**config.mk**
```make
export PLATFORM = sky130hd
export DESIGN_NAME = ps2_rx
export DESIGN_NICKNAME = d
export VERILOG_FILES = /design/src/rtl/ps2_pkg.sv /design/src/rtl/ps2_filter.sv /design/src/rtl/ps2_rx.sv
export SDC_FILE = /design/constraint.sdc
export NUM_CORES = 1
export LEC_CHECK = 0
export ABC_AREA = 1
export BUFFER_PORTS_ARGS = -buffer_cell sky130_fd_sc_hd__buf_2
export CELL_PAD_IN_SITES_DETAIL_PLACEMENT = 1
export CELL_PAD_IN_SITES_GLOBAL_PLACEMENT = 2
export CORE_MARGIN = 4
export CORE_UTILIZATION = 34
export CTS_BUF_LIST = sky130_fd_sc_hd__clkbuf_16
export DETAILED_ROUTE_END_ITERATION = 8
export GPL_TIMING_DRIVEN = 0
export PLACE_DENSITY_LB_ADDON = 0.1
export SYNTH_ARGS = -nofsm -noshare
export SYNTH_HDL_FRONTEND = slang
export SYNTH_SLANG_ARGS = --single-unit
```
**constraint.sdc**
```tcl
create_clock -name clk -period 2.1 [get_ports clk]
set_clock_uncertainty 0.2 [all_clocks]
set_input_delay 0.105 -clock clk [delete_from_list [all_inputs] [get_ports clk]]
set_output_delay 0.105 -clock clk [all_outputs]
set_load 0.01 [all_outputs]
```
**src/rtl/ps2_pkg.sv**
```systemverilog
// Shared definitions for the PS/2 receiver: frame geometry, FSM states,
// and the odd-parity helper used when a frame completes.
package ps2_pkg;

    localparam int FRAME_BITS = 11;
    localparam int DATA_BITS  = 8;

    // Data edges in a frame: everything except start, parity and stop.
    localparam int DATA_EDGES = FRAME_BITS - 3;

    typedef enum logic [1:0] {
        ST_IDLE,
        ST_DATA,
        ST_PARITY,
        ST_STOP
    } state_t;

    // A frame is good when data plus parity hold an odd number of ones.
    function automatic logic odd_parity_ok(input logic [DATA_BITS-1:0] data,
                                           input logic                 parity);
        return ^{data, parity};
    endfunction

endpackage

```
**src/rtl/ps2_filter.sv**
```systemverilog
// Two-flop synchronizer followed by a run-length level filter for one raw
// PS/2 line. With FILTER_LEN <= 1 the filter is bypassed and the output is
// the synchronized line itself.
module ps2_filter
    import ps2_pkg::*;
#(
    parameter int FILTER_LEN = 8
) (
    input  logic clk,
    input  logic rst,
    input  logic raw,
    output logic filt
);

    logic sync_1;
    logic sync_2;

    // Bring the asynchronous line into the clk domain; idles high like the bus.
    always_ff @(posedge clk) begin
        if (rst) begin
            sync_1 <= 1'b1;
            sync_2 <= 1'b1;
        end else begin
            sync_1 <= raw;
            sync_2 <= sync_1;
        end
    end

    generate
        if (FILTER_LEN <= 1) begin : g_bypass
            assign filt = sync_2;
        end else begin : g_filter
            localparam int CW = $clog2(FILTER_LEN);

            logic [CW-1:0] run_cnt;
            logic          level;

            // Flip the level only after FILTER_LEN consecutive opposite samples.
            always_ff @(posedge clk) begin
                if (rst) begin
                    level   <= 1'b1;
                    run_cnt <= '0;
                end else if (sync_2 == level) begin
                    run_cnt <= '0;
                end else if (run_cnt == CW'(FILTER_LEN - 1)) begin
                    level   <= sync_2;
                    run_cnt <= '0;
                end else begin
                    run_cnt <= run_cnt + 1'b1;
                end
            end

            assign filt = level;
        end
    endgenerate

endmodule

```
**src/rtl/ps2_rx.sv**
```systemverilog
// PS/2 device-to-host receiver: filters the bus, deframes 11-bit frames on
// falling clock edges, checks odd parity and the stop bit, and delivers bytes
// through a one-entry holding register with valid/ready handshake.
module ps2_rx
    import ps2_pkg::*;
#(
    parameter int CLK_HZ         = 100_000_000,
    parameter int FILTER_LEN     = 8,
    parameter int TIMEOUT_CYCLES = 20_000
) (
    input  logic                 clk,
    input  logic                 rst,
    input  logic                 ps2_clk,
    input  logic                 ps2_data,
    output logic [DATA_BITS-1:0] rx_data,
    output logic                 rx_valid,
    input  logic                 rx_ready,
    output logic                 err_parity,
    output logic                 err_frame,
    output logic                 err_overrun,
    output logic                 err_timeout
);

    // A non-positive timeout falls back to a 1 ms watchdog at the system clock.
    localparam int WD_LIMIT = (TIMEOUT_CYCLES > 0) ? TIMEOUT_CYCLES : (CLK_HZ / 1000);
    localparam int WD_W     = $clog2(WD_LIMIT + 1);

    logic clk_filt;
    logic data_sync;
    logic clk_prev;
    logic fall_edge;

    state_t                state_q, state_d;
    logic [2:0]            bit_cnt_q, bit_cnt_d;
    logic [DATA_BITS-1:0]  shift_q, shift_d;
    logic                  parity_q, parity_d;
    logic [WD_W-1:0]       wdog_q, wdog_d;

    logic push;
    logic bad_parity;
    logic bad_stop;
    logic timeout;

    ps2_filter #(
        .FILTER_LEN(FILTER_LEN)
    ) u_clk_filter (
        .clk (clk),
        .rst (rst),
        .raw (ps2_clk),
        .filt(clk_filt)
    );

    ps2_filter #(
        .FILTER_LEN(1)
    ) u_data_filter (
        .clk (clk),
        .rst (rst),
        .raw (ps2_data),
        .filt(data_sync)
    );

    // Remember the previous filtered clock level to spot 1->0 transitions.
    always_ff @(posedge clk) begin
        if (rst) begin
            clk_prev <= 1'b1;
        end else begin
            clk_prev <= clk_filt;
        end
    end

    assign fall_edge = clk_prev & ~clk_filt;

    // Frame state, bit counter, shift register, parity bit and watchdog.
    always_ff @(posedge clk) begin
        if (rst) begin
            state_q   <= ST_IDLE;
            bit_cnt_q <= '0;
            shift_q   <= '0;
            parity_q  <= 1'b0;
            wdog_q    <= '0;
        end else begin
            state_q   <= state_d;
            bit_cnt_q <= bit_cnt_d;
            shift_q   <= shift_d;
            parity_q  <= parity_d;
            wdog_q    <= wdog_d;
        end
    end

    // Deframing: advance one bit per falling edge, judge the frame at the stop bit.
    always_comb begin
        state_d    = state_q;
        bit_cnt_d  = bit_cnt_q;
        shift_d    = shift_q;
        parity_d   = parity_q;
        wdog_d     = wdog_q + 1'b1;
        push       = 1'b0;
        bad_parity = 1'b0;
        bad_stop   = 1'b0;
        timeout    = 1'b0;

        if (state_q == ST_IDLE || fall_edge) begin
            wdog_d = '0;
        end

        case (state_q)
            ST_IDLE: begin
                if (fall_edge && !data_sync) begin
                    state_d   = ST_DATA;
                    bit_cnt_d = '0;
                end
            end
            ST_DATA: begin
                if (fall_edge) begin
                    shift_d   = {data_sync, shift_q[DATA_BITS-1:1]};
                    bit_cnt_d = bit_cnt_q + 1'b1;
                    if (bit_cnt_q == 3'(DATA_EDGES - 1)) begin
                        state_d = ST_PARITY;
                    end
                end
            end
            ST_PARITY: begin
                if (fall_edge) begin
                    parity_d = data_sync;
                    state_d  = ST_STOP;
                end
            end
            ST_STOP: begin
                if (fall_edge) begin
                    state_d = ST_IDLE;
                    if (!data_sync) begin
                        bad_stop = 1'b1;
                    end else if (odd_parity_ok(shift_q, parity_q)) begin
                        push = 1'b1;
                    end else begin
                        bad_parity = 1'b1;
                    end
                end
            end
            default: begin
                state_d = ST_IDLE;
            end
        endcase

        if (state_q != ST_IDLE && !fall_edge && wdog_q == WD_W'(WD_LIMIT - 1)) begin
            state_d   = ST_IDLE;
            bit_cnt_d = '0;
            shift_d   = '0;
            wdog_d    = '0;
            timeout   = 1'b1;
        end
    end

    // Holding register with overrun detection, plus registered error pulses.
    always_ff @(posedge clk) begin
        if (rst) begin
            rx_data     <= '0;
            rx_valid    <= 1'b0;
            err_parity  <= 1'b0;
            err_frame   <= 1'b0;
            err_overrun <= 1'b0;
            err_timeout <= 1'b0;
        end else begin
            err_parity  <= bad_parity;
            err_frame   <= bad_stop;
            err_timeout <= timeout;
            err_overrun <= push && rx_valid && !rx_ready;
            if (push && (!rx_valid || rx_ready)) begin
                rx_data  <= shift_q;
                rx_valid <= 1'b1;
            end else if (rx_valid && rx_ready) begin
                rx_valid <= 1'b0;
            end
        end
    end

endmodule
```
# After elaboration in Yosys (flattened, before gate mapping)
# Index checks and enable logic that the tools add are counted.
# Widths: inputs -> output; s select.
word_totals:
  out_inout_bits: 13
  reg_bits: 51
  input_bits: 5
  elab_cells: 85
classes:
  eq_ne: 12
  n_reduce_logical: 28
  n_addsub: 3
  n_bitwise: 6
  muxes: 18
ops:
  columns: ["cell", "count"]
  rows:
  - ["$add 15x1->15 const B", 1]
  - ["$eq 15x15->1 const B", 1]
  - ["$mux 2", 5]
  - ["$mux 1", 9]
  - ["$reduce_or 3->1", 3]
  - ["$reduce_xor 9->1", 1]
  - ["$ne 2x2->1 const B", 4]
  - ["$pmux 2 s4", 1]
  - ["$logic_and 1x1->1", 7]
  - ["$add 3x1->3 const B", 2]
  - ["$eq 3x3->1 const B", 2]
  - ["$mux 3", 2]
  - ["$pmux 3 s2", 1]
  - ["$reduce_and 2->1", 3]
  - ["$reduce_bool 2->1", 3]
  - ["$not 1->1", 5]
  - ["$reduce_and 5->1", 1]
  - ["$eq 2x2->1 const B", 2]
  - ["$logic_not 1->1", 4]
  - ["$reduce_or 4->1", 1]
  - ["$reduce_and 3->1", 1]
  - ["$eq 2x1->1 const B", 1]
  - ["$logic_not 2->1", 1]
  - ["$logic_or 1x1->1", 2]
  - ["4 further kinds", 4]

# Logic depth before layout (Yosys ltp)
# Gate-level depths: netlist of the first run.
logic_depth:
  depth_word: 7
  ltp_mapped: 11
  depth_no_buf: 11

# Modules after synthesis
# From an unflattened synthesis of the first run, not the netlist that was laid out.
unflattened:
  hier_cells: 337
  hier_area_um2: 2426.1
by_module_without_submodules:
  columns: ["module", "area_per_inst_um2", "seq_area_each_um2", "cells_each", "n_inst"]
  rows:
  - ["ps2_rx", 2149.6, 860.8, 307, 1]
  - ["ps2_filter at u_clk_filter", 217.7, 120.1, 23, 1]
  - ["ps2_filter at u_data_filter", 58.8, 40.0, 7, 1]

# Worst setup path before layout of the first run
# Ideal clock, no wire load.
synth_timing:
  path_type: "register to register"
  startpoint: "reg wdog_q[0]"
  endpoint: "reg wdog_q[5]"
  setup_time_ns: 0.116
  path_slack_ns: 0.462
  required_time_ns: 1.784
  arrival_ns: 1.322
  n_path_buf: 1
  stages_incl_launch_ff: 8
  cell_sequence: "dfxtp_1 > ha_1 > nand2_1 > nor2_4 > nand4_1 > o211ai_2 > buf_6 > a21oi_1"
synth_between:
  elab_chain_len: 3
  word_cells_on_any_way: 4
synth_rtl:
  columns: ["item", "line", "source"]
  rows:
  - ["from (decl)", "ps2_rx.sv:37", "logic [WD_W-1:0] wdog_q, wdog_d;"]
  - ["from (signal assigned)", "ps2_rx.sv:86", "wdog_q <= wdog_d;"]
  - ["branches (longest 3 deep; another with $add 15x1->15)", null, null]
# Several ways; the timed one is not identified.
# A chain may end at the register's enable or synchronous reset.

# Worst setup path after layout of the first run
layout_timing:
  startpoint: "reg wdog_q[0]"
  endpoint: "reg wdog_q[10]"
# Same word-level chain as after synthesis.

==> impl_metrics.yaml, run 1 <==
yosys:
  synth-edff-count: 0
  postSynthNetCount: 366
  syn_avg_cell_area_um2: 7.27
  ys_ff_latch: 51
  async_reset_ff_frac: 0
  synth_seq_area_share: 0.400
  ys.flop_type: "dfxtp_1"
  synthCells: 351
  syn_area_mm2: 0.00255
  synth_cell_type_count: 35
  yosysWarningCount: 0
layout:
  multi_input_area_mm2: 0.00129
  final_nets: 393
  regArea_mm2: 0.00102
  post-route-util: 0.410
  synthToLayoutAreaGrowth_pct: 17.3
  fill_cells: 952
  antenna_cells: 0
  drive_gt1_frac: 0.185
floorplanning:
  row_count: 31
  initial_utilization: 0.350
  fp.dieArea_mm2: 0.00896
  die_w_um: 94.6
  io_pins: 18
  core_area_mm2: 0.00729
  die-height_um: 94.6
clocking:
  numCtsBuffers: 5
  cts_tree: "yes"
  clk_pin_slew_ns: 0.07
  cts-root-buf: "clkbuf_16"
  cts.sinks: 51
  cts_buffer_depth: 2
  htreeDepth: 2
  clkLatencyLatePin_ns: 0.29
placed_design:
  port-buffer-count: 17
  post-dp-hpwl_mm: 4.35
  place.gp.congestion: 0.745
global_route:
  grt_max_degree: 17
  first_global_vias: 2291
  track_usage: 0.142
  grt_first_pass_wirelength_mm: 10.1
  gr-total-overflow: 0
  antenna_found_initial: 0
detailed_routing:
  avgViaCountPerCell: 4.52
  num_vias: 2161
  totalWireLength_mm: 5.62
  drt_pass1_iterations: 4
  drc: 0
  routedWlPerCell_um: 11.8
  postRouteAntennaNets: 0
  dr.first_iter.drc_count: 47
sta:
  setup_violations: 0
  slew_viol_final: 0
  fin_crit_sh: 0.905
  relSlewSlack: 0.690
  hold_viol_final: 0
  period_minus_slack_ns: 1.90
  rsz0062_at_grt: "no"
  worst_pin_slew_ns: 0.465
  timing.hold.ws_ns: 0.0296
  clock.fmax_mhz: 526
  tns_ns: 0
worst_setup_path:
  worstReg2RegStart: "wdog_q[0]"
  r2r_cells: 7
  worst_setup_path_start_kind: "register"
  arrival_ns: 1.88
  path_class: "register to register"
  required_ns: 2.08
  rr_endpoint: "wdog_q[10]"
  rrSetupSlack_ns: 0.20
  crit_fanout: 10
  end_kind: "register"
job:
  drv_cap: 0
hold_path:
  whs_path_depth: 4
  min_from: "rst"
  holdPathEnd: "bit_cnt_q[2]"
  min_path_type: "input port to register"
run_status:
  status: "completed"
pwr:
  vdd_drop_max_mv: 0.268
  p_leak_nw: 1.19
  p_per_area_mw_per_mm2: 687
[sequential cells by signal, summed over array words and instances, names as in the netlist]
signal                         count
wdog_q                            15
rx_data                            8
shift_q                            8
bit_cnt_q                          3
u_clk_filter.g_filter.run_cnt      3
state_q                            2
clk_prev                           1
err_frame                          1
err_overrun                        1
err_parity                         1
err_timeout                        1
parity_q                           1
rx_valid                           1
u_clk_filter.filt                  1
u_clk_filter.sync_1                1
u_clk_filter.sync_2                1
u_data_filter.filt                 1
u_data_filter.sync_1               1
[critical path: stages, from the launching register on]
cell and delay, ns:
dfxtp_1 0.37, ha_1 0.19, nand2_1 0.12, nor2_4 0.16
nand4_1 0.17, o211ai_4 0.33, buf_6 0.20, a21oi_1 0.05
[report_power, final]
group,switching (mW),total (mW),internal (mW),leakage [nW]
sequential,0.00183,0.972,0.971,0.412
combinational,0.0196,0.0343,0.0146,0.691
clock,0.368,1.05,0.683,0.0900
[worst max-delay path by stage]
stage,startpoint,slack (ns),end,cells after the start
2_1_floorplan,wdog_q[0],0.46,wdog_q[5],7
3_3_place_gp,wdog_q[0],0.21,wdog_q[9],7
3_5_place_dp,wdog_q[0],0.16,wdog_q[10],7
4_1_cts,wdog_q[0],0.13,wdog_q[10],7
5_1_grt,wdog_q[0],0.02,wdog_q[8],7
6_report,wdog_q[0],0.20,wdog_q[10],7
[through the flow]
stage          instance area [um^2]  power [mW]  setup slack (ns)  instances
6_report                       2990        2.06             0.199        478
5_1_grt                        2990        2.14            0.0177        478
4_1_cts                        2980        2.09             0.133        478
3_5_place_dp                   2760        1.03             0.157        467
3_3_place_gp                   2760        1.03             0.212        467
2_1_floorplan                  2550        1.01             0.462        351
[placed cells by master, fill, tap and decap left out, types with 2 or more instances in the layout]
cell type / instances
dlygate4sd3_1: 3
o21ai_0: 13
or2_0: 3
nand3_4: 2
ha_1: 10
bufinv_16: 2
inv_1: 52
inv_2: 6
or2_2: 4
nor2_1: 43
nand3_1: 11
dfxtp_1: 51
nor3_1: 2
buf_6: 2
clkbuf_16: 5
a21oi_1: 8
nand3_2: 3
nand4_1: 12
nand2_1: 88
a21oi_2: 2
xor2_1: 2
nand2_2: 6
buf_2: 18
nor3b_1: 3
clkbuf_1: 2
nor2_4: 4
nor2_2: 10
[cells in the mapped netlist (3+ instances only)]
library cell	number	area share
nand2_1	88	0.13
inv_1	52	0.076
dfxtp_1	51	0.40
nor2_1	43	0.063
o21ai_0	13	0.025
nand4_1	12	0.029
nand3_1	11	0.022
ha_1	10	0.049
nor2_2	10	0.025
a21oi_1	8	0.016
inv_2	6	0.0088
nand2_2	6	0.015
nor2_4	4	0.018
or2_2	4	0.0098
nand3_2	3	0.012
nor3b_1	3	0.0088
or2_0	3	0.0074
[area by class of cell]
class,count,share of cell area
multi-input combinational,237,0.430
clock buffer,5,0.0418
tap,99,0.0414
buffer,5,0.0117
sequential,51,0.341
inverter,58,0.0727
clock inverter,3,0.0226
timing repair buffer,20,0.0385
[cell families (layout without fill, tap and decap cells)]
logic type / Yosys count / after routing / synth area share
DFF: 51 / 51 / 0.400
AOI/OAI and AO/OA: 29 / 29 / 0.0681
xor gates and xnor gates: 2 / 2 / 0.00686
adders and majority gates: 10 / 10 / 0.0490
buffers and inverters: 63 / 91 / 0.0990
and+or+nand+nor: 196 / 196 / 0.377
[routing by layer]
metal	up-vias	GRT usage	wire (um)
met1	1003	0.158	2480
met2	12	0.265	2940
li1	1140	-	-
met4	0	0.0469	84
met3	6	0.0287	111
met5	-	0	0
[what timing repair did]
item,4_1_cts,5_1_grt
resized for setup,0,1
hold endpoints to repair,4,0
hold buffers,3,0
setup endpoints to repair,0,5
setup buffers,0,0
Note: power is estimated with default switching activity, not from simulation.
==> run 2: changes to the inputs <==
CORE_UTILIZATION = 36   (was 34)
CTS_BUF_LIST = sky130_fd_sc_hd__clkbuf_8   (was sky130_fd_sc_hd__clkbuf_16)
==> run 2 against run 1 <==
Sequential power is essentially flat. Clock power shrank 42%. Cell area shrank 3.3%. Critical path depth stayed put. Combinational power increased by 2%. Setup slack better by 0.0048 ns. Critical path type unchanged.
==> impl_metrics.yaml, run 2 (same netlist as run 1, synthesis figures left out) <==
placed_design:
  port-buffer-count: 17
  place_ws_ns: 0.205
  placed_cells: 464
  post-dp-hpwl_mm: 4.29
  place.gp.congestion: 0.848
  place_area_mm2: 0.00276
layout:
  fill_cells: 928
  layout_common_cells: "88 x nand2_1, 52 x inv_1, 51 x dfxtp_1, 43 x nor2_1, 18 x buf_2"
  final_cells: 476
  final_common_cell: "nand2_1"
  drive_gt1_frac: 0.184
  largest_register_ffs: 15
  synthToLayoutAreaGrowth_pct: 13.3
  final_nets: 394
  antenna_cells: 0
  post-route-util: 0.423
  fin_area_mm2: 0.00289
  reg_top3: "wdog_q (15), rx_data (8), shift_q (8)"
  regMostFlops: "wdog_q"
worst_setup_path:
  rrSetupSlack_ns: 0.20
  cpMaxStageDelayCell: "dfxtp_1"
  crit_fanout: 10
  required_ns: 2.10
  arrival_ns: 1.90
  path_class: "register to register"
  worstPathCellList: "ha_1 -> nand2_1 -> nor2_4 -> nand4_1 -> o211ai_2 -> buf_6 -> a21oi_1"
  worst_setup_path_start_kind: "register"
  slowest_delay_ns: 0.39
  end_kind: "register"
sta:
  tns_ns: 0
  clock.fmax_mhz: 527
  worst_slack_ns: 0.204
  worst_pin_slew_ns: 0.451
  relSlewSlack: 0.699
  setup_violations: 0
  timing.hold.ws_ns: 0.222
  fin_crit_sh: 0.903
  slew_viol_final: 0
  hold_viol_final: 0
  rsz0062_at_grt: "no"
  period_minus_slack_ns: 1.90
global_route:
  grt_first_pass_wirelength_mm: 9.75
  antenna_found_initial: 0
  gr-total-overflow: 0
  grt_max_degree: 19
  first_global_vias: 2154
  track_usage: 0.140
clocking:
  post-cts-setup-buffers: 0
  cts_tree: "yes"
  cts.sinks: 51
  clkLatencyLatePin_ns: 0.31
  cts_buffer_depth: 2
  clk_pin_slew_ns: 0.11
  numCtsBuffers: 5
  ctsResizeCount: 0
  htreeDepth: 2
  cts-root-buf: "clkbuf_8"
  hold_buffers: 4
pwr:
  vdd_drop_max_mv: 0.259
  p_sw_frac: 0.234
  p_leak_nw: 1.16
  pwr-share-seq: 0.603
  combinationalPowerShare: 0.022
  totalPowerFinal_mw: 1.61
  p_per_area_mw_per_mm2: 557
  internal_power_mw: 1.23
  power.share.clock: 0.375
  switchingPower_uw: 377
hold_path:
  min_path_type: "register to register"
detailed_routing:
  postRouteAntennaNets: 0
  num_vias: 2134
  totalWireLength_mm: 5.38
  dr.first_iter.drc_count: 44
  drt_pass1_iterations: 4
  drc: 0
  avgViaCountPerCell: 4.48
  routedWlPerCell_um: 11.3
floorplanning:
  row_count: 30
  io_pins: 18
  die-height_um: 92.2
  initial_utilization: 0.374
  fp.dieArea_mm2: 0.00850
  core_area_mm2: 0.00683
  die_w_um: 92.2
run_status:
  status: "completed"
job:
  drv_cap: 0
-- run 2: power by group through the flow --
stage / Combinational (mW) / Sequential (mW) / Clock (mW)
2_1_floorplan: 0.0199 / 0.994 / 0
3_3_place_gp: 0.0304 / 0.995 / 0
3_5_place_dp: 0.0304 / 0.995 / 0
4_1_cts: 0.0360 / 0.973 / 0.639
5_1_grt: 0.0400 / 0.973 / 0.671
6_report: 0.0351 / 0.973 / 0.604
-- run 2: layout make-up --
type / count / area, um^2 / share of cell area
clock inverters: 3 / 26.3 / 0.00908
inverters: 58 / 218 / 0.0753
clock buffers: 5 / 68.8 / 0.0238
flip-flops and latches: 51 / 1020 / 0.353
plain buffers: 5 / 35.0 / 0.0121
multi-input cells: 237 / 1280 / 0.442
well taps: 96 / 120 / 0.0415
repair buffers: 21 / 125 / 0.0433
-- run 2: worst max-delay path: cells and delay by family (launching register included) --
family	cells	cell delay [ns]
buffers and inverters	1	0.21
flip-flops	1	0.39
adder cells (fa/ha/maj)	1	0.18
AO/OA/AOI/OAI	2	0.42
AND/OR/NAND/NOR	3	0.38
-- run 2: path summary, 6_finish.rpt --
kind | from | end | cells past startpoint
max | wdog_q[0] | wdog_q[9] | 7
max reg2reg | wdog_q[0] | wdog_q[9] | 7
min | u_data_filter.sync_1 | u_data_filter.filt | 1
min reg2reg | u_data_filter.sync_1 | u_data_filter.filt | 1
-- run 2: per-layer routing --
layer / global-route usage / share of wire / vias up
li1: - / - / 1147
met2: 0.257 / 0.51 / 14
met4: 0.0371 / 0.0089 / 0
met3: 0.0246 / 0.020 / 4
met5: 0 / 0 / -
met1: 0.166 / 0.46 / 969
==> run 3: changes to the inputs <==
--- a/config.mk
+++ b/config.mk
@@ -11,5 +11,5 @@
 export CELL_PAD_IN_SITES_GLOBAL_PLACEMENT = 2
 export CORE_MARGIN = 4
-export CORE_UTILIZATION = 36
+export CORE_UTILIZATION = 32
 export CTS_BUF_LIST = sky130_fd_sc_hd__clkbuf_8
 export DETAILED_ROUTE_END_ITERATION = 8
==> constraint.sdc (replaced) <==
create_clock -name clk -period 1.6 [get_ports clk]
set_clock_uncertainty 0.2 [all_clocks]
set_input_delay 0.08 -clock clk [delete_from_list [all_inputs] [get_ports clk]]
set_output_delay 0.08 -clock clk [all_outputs]
set_load 0.02 [all_outputs]
==> run 3 against run 2 <==
The flow now finishes with violations (setup timing). Total power is 39% higher. Final cell count is 6.7% higher. Non-clock buffer count is 24 higher. Global-route usage is 0.23 points lower. Die area is 11% higher. Fmax is 13% higher. Combinational power is 81% higher. Clock power is 52% higher. Sequential power is 29% higher. Critical endpoint is now wdog_q[10]. Cell area is 19% higher. Wire length is 15% higher.
==> impl_metrics.yaml, run 3 (same netlist as run 1, synthesis figures left out) <==
sta:
  slew_viol_final: 0
  hold_viol_final: 0
  worst_pin_slew_ns: 0.447
  fin_crit_sh: 1.05
  clock.fmax_mhz: 597
  rsz0062_at_grt: "yes"
  relSlewSlack: 0.702
  period_minus_slack_ns: 1.68
  setup_violations: 25
  worst_slack_ns: -0.0763
clocking:
  cts-root-buf: "clkbuf_8"
  numCtsBuffers: 5
  clk_pin_slew_ns: 0.10
  cts_tree: "yes"
  cts_buffer_depth: 2
  cts.sinks: 51
  clkLatencyLatePin_ns: 0.31
  htreeDepth: 2
floorplanning:
  fp.dieArea_mm2: 0.00947
  core_area_mm2: 0.00773
  die_w_um: 97.3
  initial_utilization: 0.330
  row_count: 32
  die-height_um: 97.3
  io_pins: 18
global_route:
  grt_first_pass_wirelength_mm: 10.8
  first_global_vias: 2319
  track_usage: 0.137
  antenna_found_initial: 0
  gr-total-overflow: 0
  grt_max_degree: 17
worst_setup_path:
  worst_setup_path_start_kind: "register"
  end_kind: "register"
  crit_fanout: 5
  cpMaxStageDelayCell: "dfxtp_4"
  path_class: "register to register"
  slowest_delay_ns: 0.37
  r2r_cells: 7
  worstPathCellList: "ha_4 -> nand2_4 -> nor2_4 -> nand4_1 -> o211ai_4 -> buf_6 -> a21oi_1"
  required_ns: 1.60
  arrival_ns: 1.68
layout:
  largest_register_ffs: 15
  final_nets: 420
  multi_input_area_mm2: 0.00151
  final_cells: 508
  synthToLayoutAreaGrowth_pct: 35.1
  reg_top3: "wdog_q (15), rx_data (8), shift_q (8)"
  layout_common_cells: "73 x nand2_1, 46 x inv_1, 35 x nor2_1, 33 x dfxtp_1, 19 x buf_4"
  post-route-util: 0.446
  final_common_cell: "nand2_1"
  fin_area_mm2: 0.00345
  antenna_cells: 0
  fill_cells: 947
  drive_gt1_frac: 0.394
  regArea_mm2: 0.00106
  regMostFlops: "wdog_q"
detailed_routing:
  totalWireLength_mm: 6.21
  drt_pass1_iterations: 4
  num_vias: 2270
  routedWlPerCell_um: 12.2
  avgViaCountPerCell: 4.47
  dr.first_iter.drc_count: 54
  drc: 0
  postRouteAntennaNets: 0
pwr:
  p_leak_nw: 1.39
  p_sw_frac: 0.215
  pwr-share-seq: 0.563
  power.share.clock: 0.409
  internal_power_mw: 1.76
  combinationalPowerShare: 0.028
  vdd_drop_max_mv: 0.332
  totalPowerFinal_mw: 2.24
  switchingPower_uw: 483
  p_per_area_mw_per_mm2: 650
run_status:
  violations: "setup timing"
  status: "finished with violations"
placed_design:
  place.gp.congestion: 0.765
  place_area_mm2: 0.00277
  post-dp-hpwl_mm: 4.29
  port-buffer-count: 17
  placed_cells: 470
hold_path:
  min_path_type: "input port to register"
  whs_path_depth: 5
job:
  drv_cap: 0
[run 3: changes by cell type in the layout (fill, tap and decap cells not counted), sizes merged]
cell / before / now
buf: 20 / 44
inv: 61 / 58
clkinv: 0 / 2
bufbuf: 0 / 1
bufinv: 0 / 1
dlygate4sd3: 4 / 3
nand2: 95 / 96
nand3: 16 / 17
[run 3: worst paths after layout]
kind | slack [ns] | end | startpoint
setup / recovery | -0.08 | wdog_q[10] | wdog_q[1]
hold / removal | 0.05 | shift_q[7] | rst
setup reg to reg | -0.08 | wdog_q[10] | wdog_q[1]
hold reg to reg | 0.22 | u_clk_filter.sync_2 | u_clk_filter.sync_1
[run 3: layer usage]
metal	global-route usage	share of wire	wire length [um]
met5	0	0	0
met4	0.0351	0.011	67
met3	0.0244	0.017	104
met2	0.225	0.48	2950
met1	0.187	0.50	3090
[run 3: what timing repair did]
item / CTS / global route
endpoints found under the setup margin: 36 / 40
buffers inserted: 15 / 8
hold buffers: 3 / 0
gates cloned: 4 / 0
pin swaps: 16 / 21
gates resized for setup: 48 / 53
hold endpoints to repair: 4 / 0
[run 3: power by group through the flow]
stage | Sequential [mW] | Combinational [mW] | Clock, mW
after global placement | 1.31 | 0.0408 | 0
after detailed placement | 1.31 | 0.0410 | 0
after CTS | 1.27 | 0.0651 | 0.972
after floorplan | 1.30 | 0.0262 | 0
after global routing | 1.26 | 0.0710 | 1.01
final | 1.26 | 0.0634 | 0.917
[run 3: final cells by class]
| cell class | instances | share of cell area |
|---|---|---|
| Buffer | 5 | 0.0134 |
| Clock buffer | 5 | 0.0199 |
| Clock inverter | 3 | 0.0127 |
| Inverter | 58 | 0.0660 |
| Multi-Input combinational cell | 239 | 0.439 |
| Sequential cell | 51 | 0.308 |
| Tap cell | 102 | 0.0370 |
| Timing Repair Buffer | 45 | 0.104 |
[run 3: critical path: cells and delay by family (launching register included)]
family / cells / cell delay (ns)
AO/OA/AOI/OAI: 2 / 0.31
adder cells (fa/ha/maj): 1 / 0.14
buffers and inverters: 1 / 0.18
AND/OR/NAND/NOR: 3 / 0.35
flip-flops: 1 / 0.37
[run 3: stage by stage]
stage / setup TNS (ns) / setup WS (ns) / hold WS (ns)
6_report: -1.31 / -0.0763 / 0.0534
2_1_floorplan: 0 / 0.00763 / -0.0162
3_5_place_dp: -5.52 / -0.240 / 0.0691
3_3_place_gp: -4.86 / -0.233 / 0.0636
5_1_grt: -4.48 / -0.178 / 0.101
4_1_cts: -1.37 / -0.0699 / 0.0528
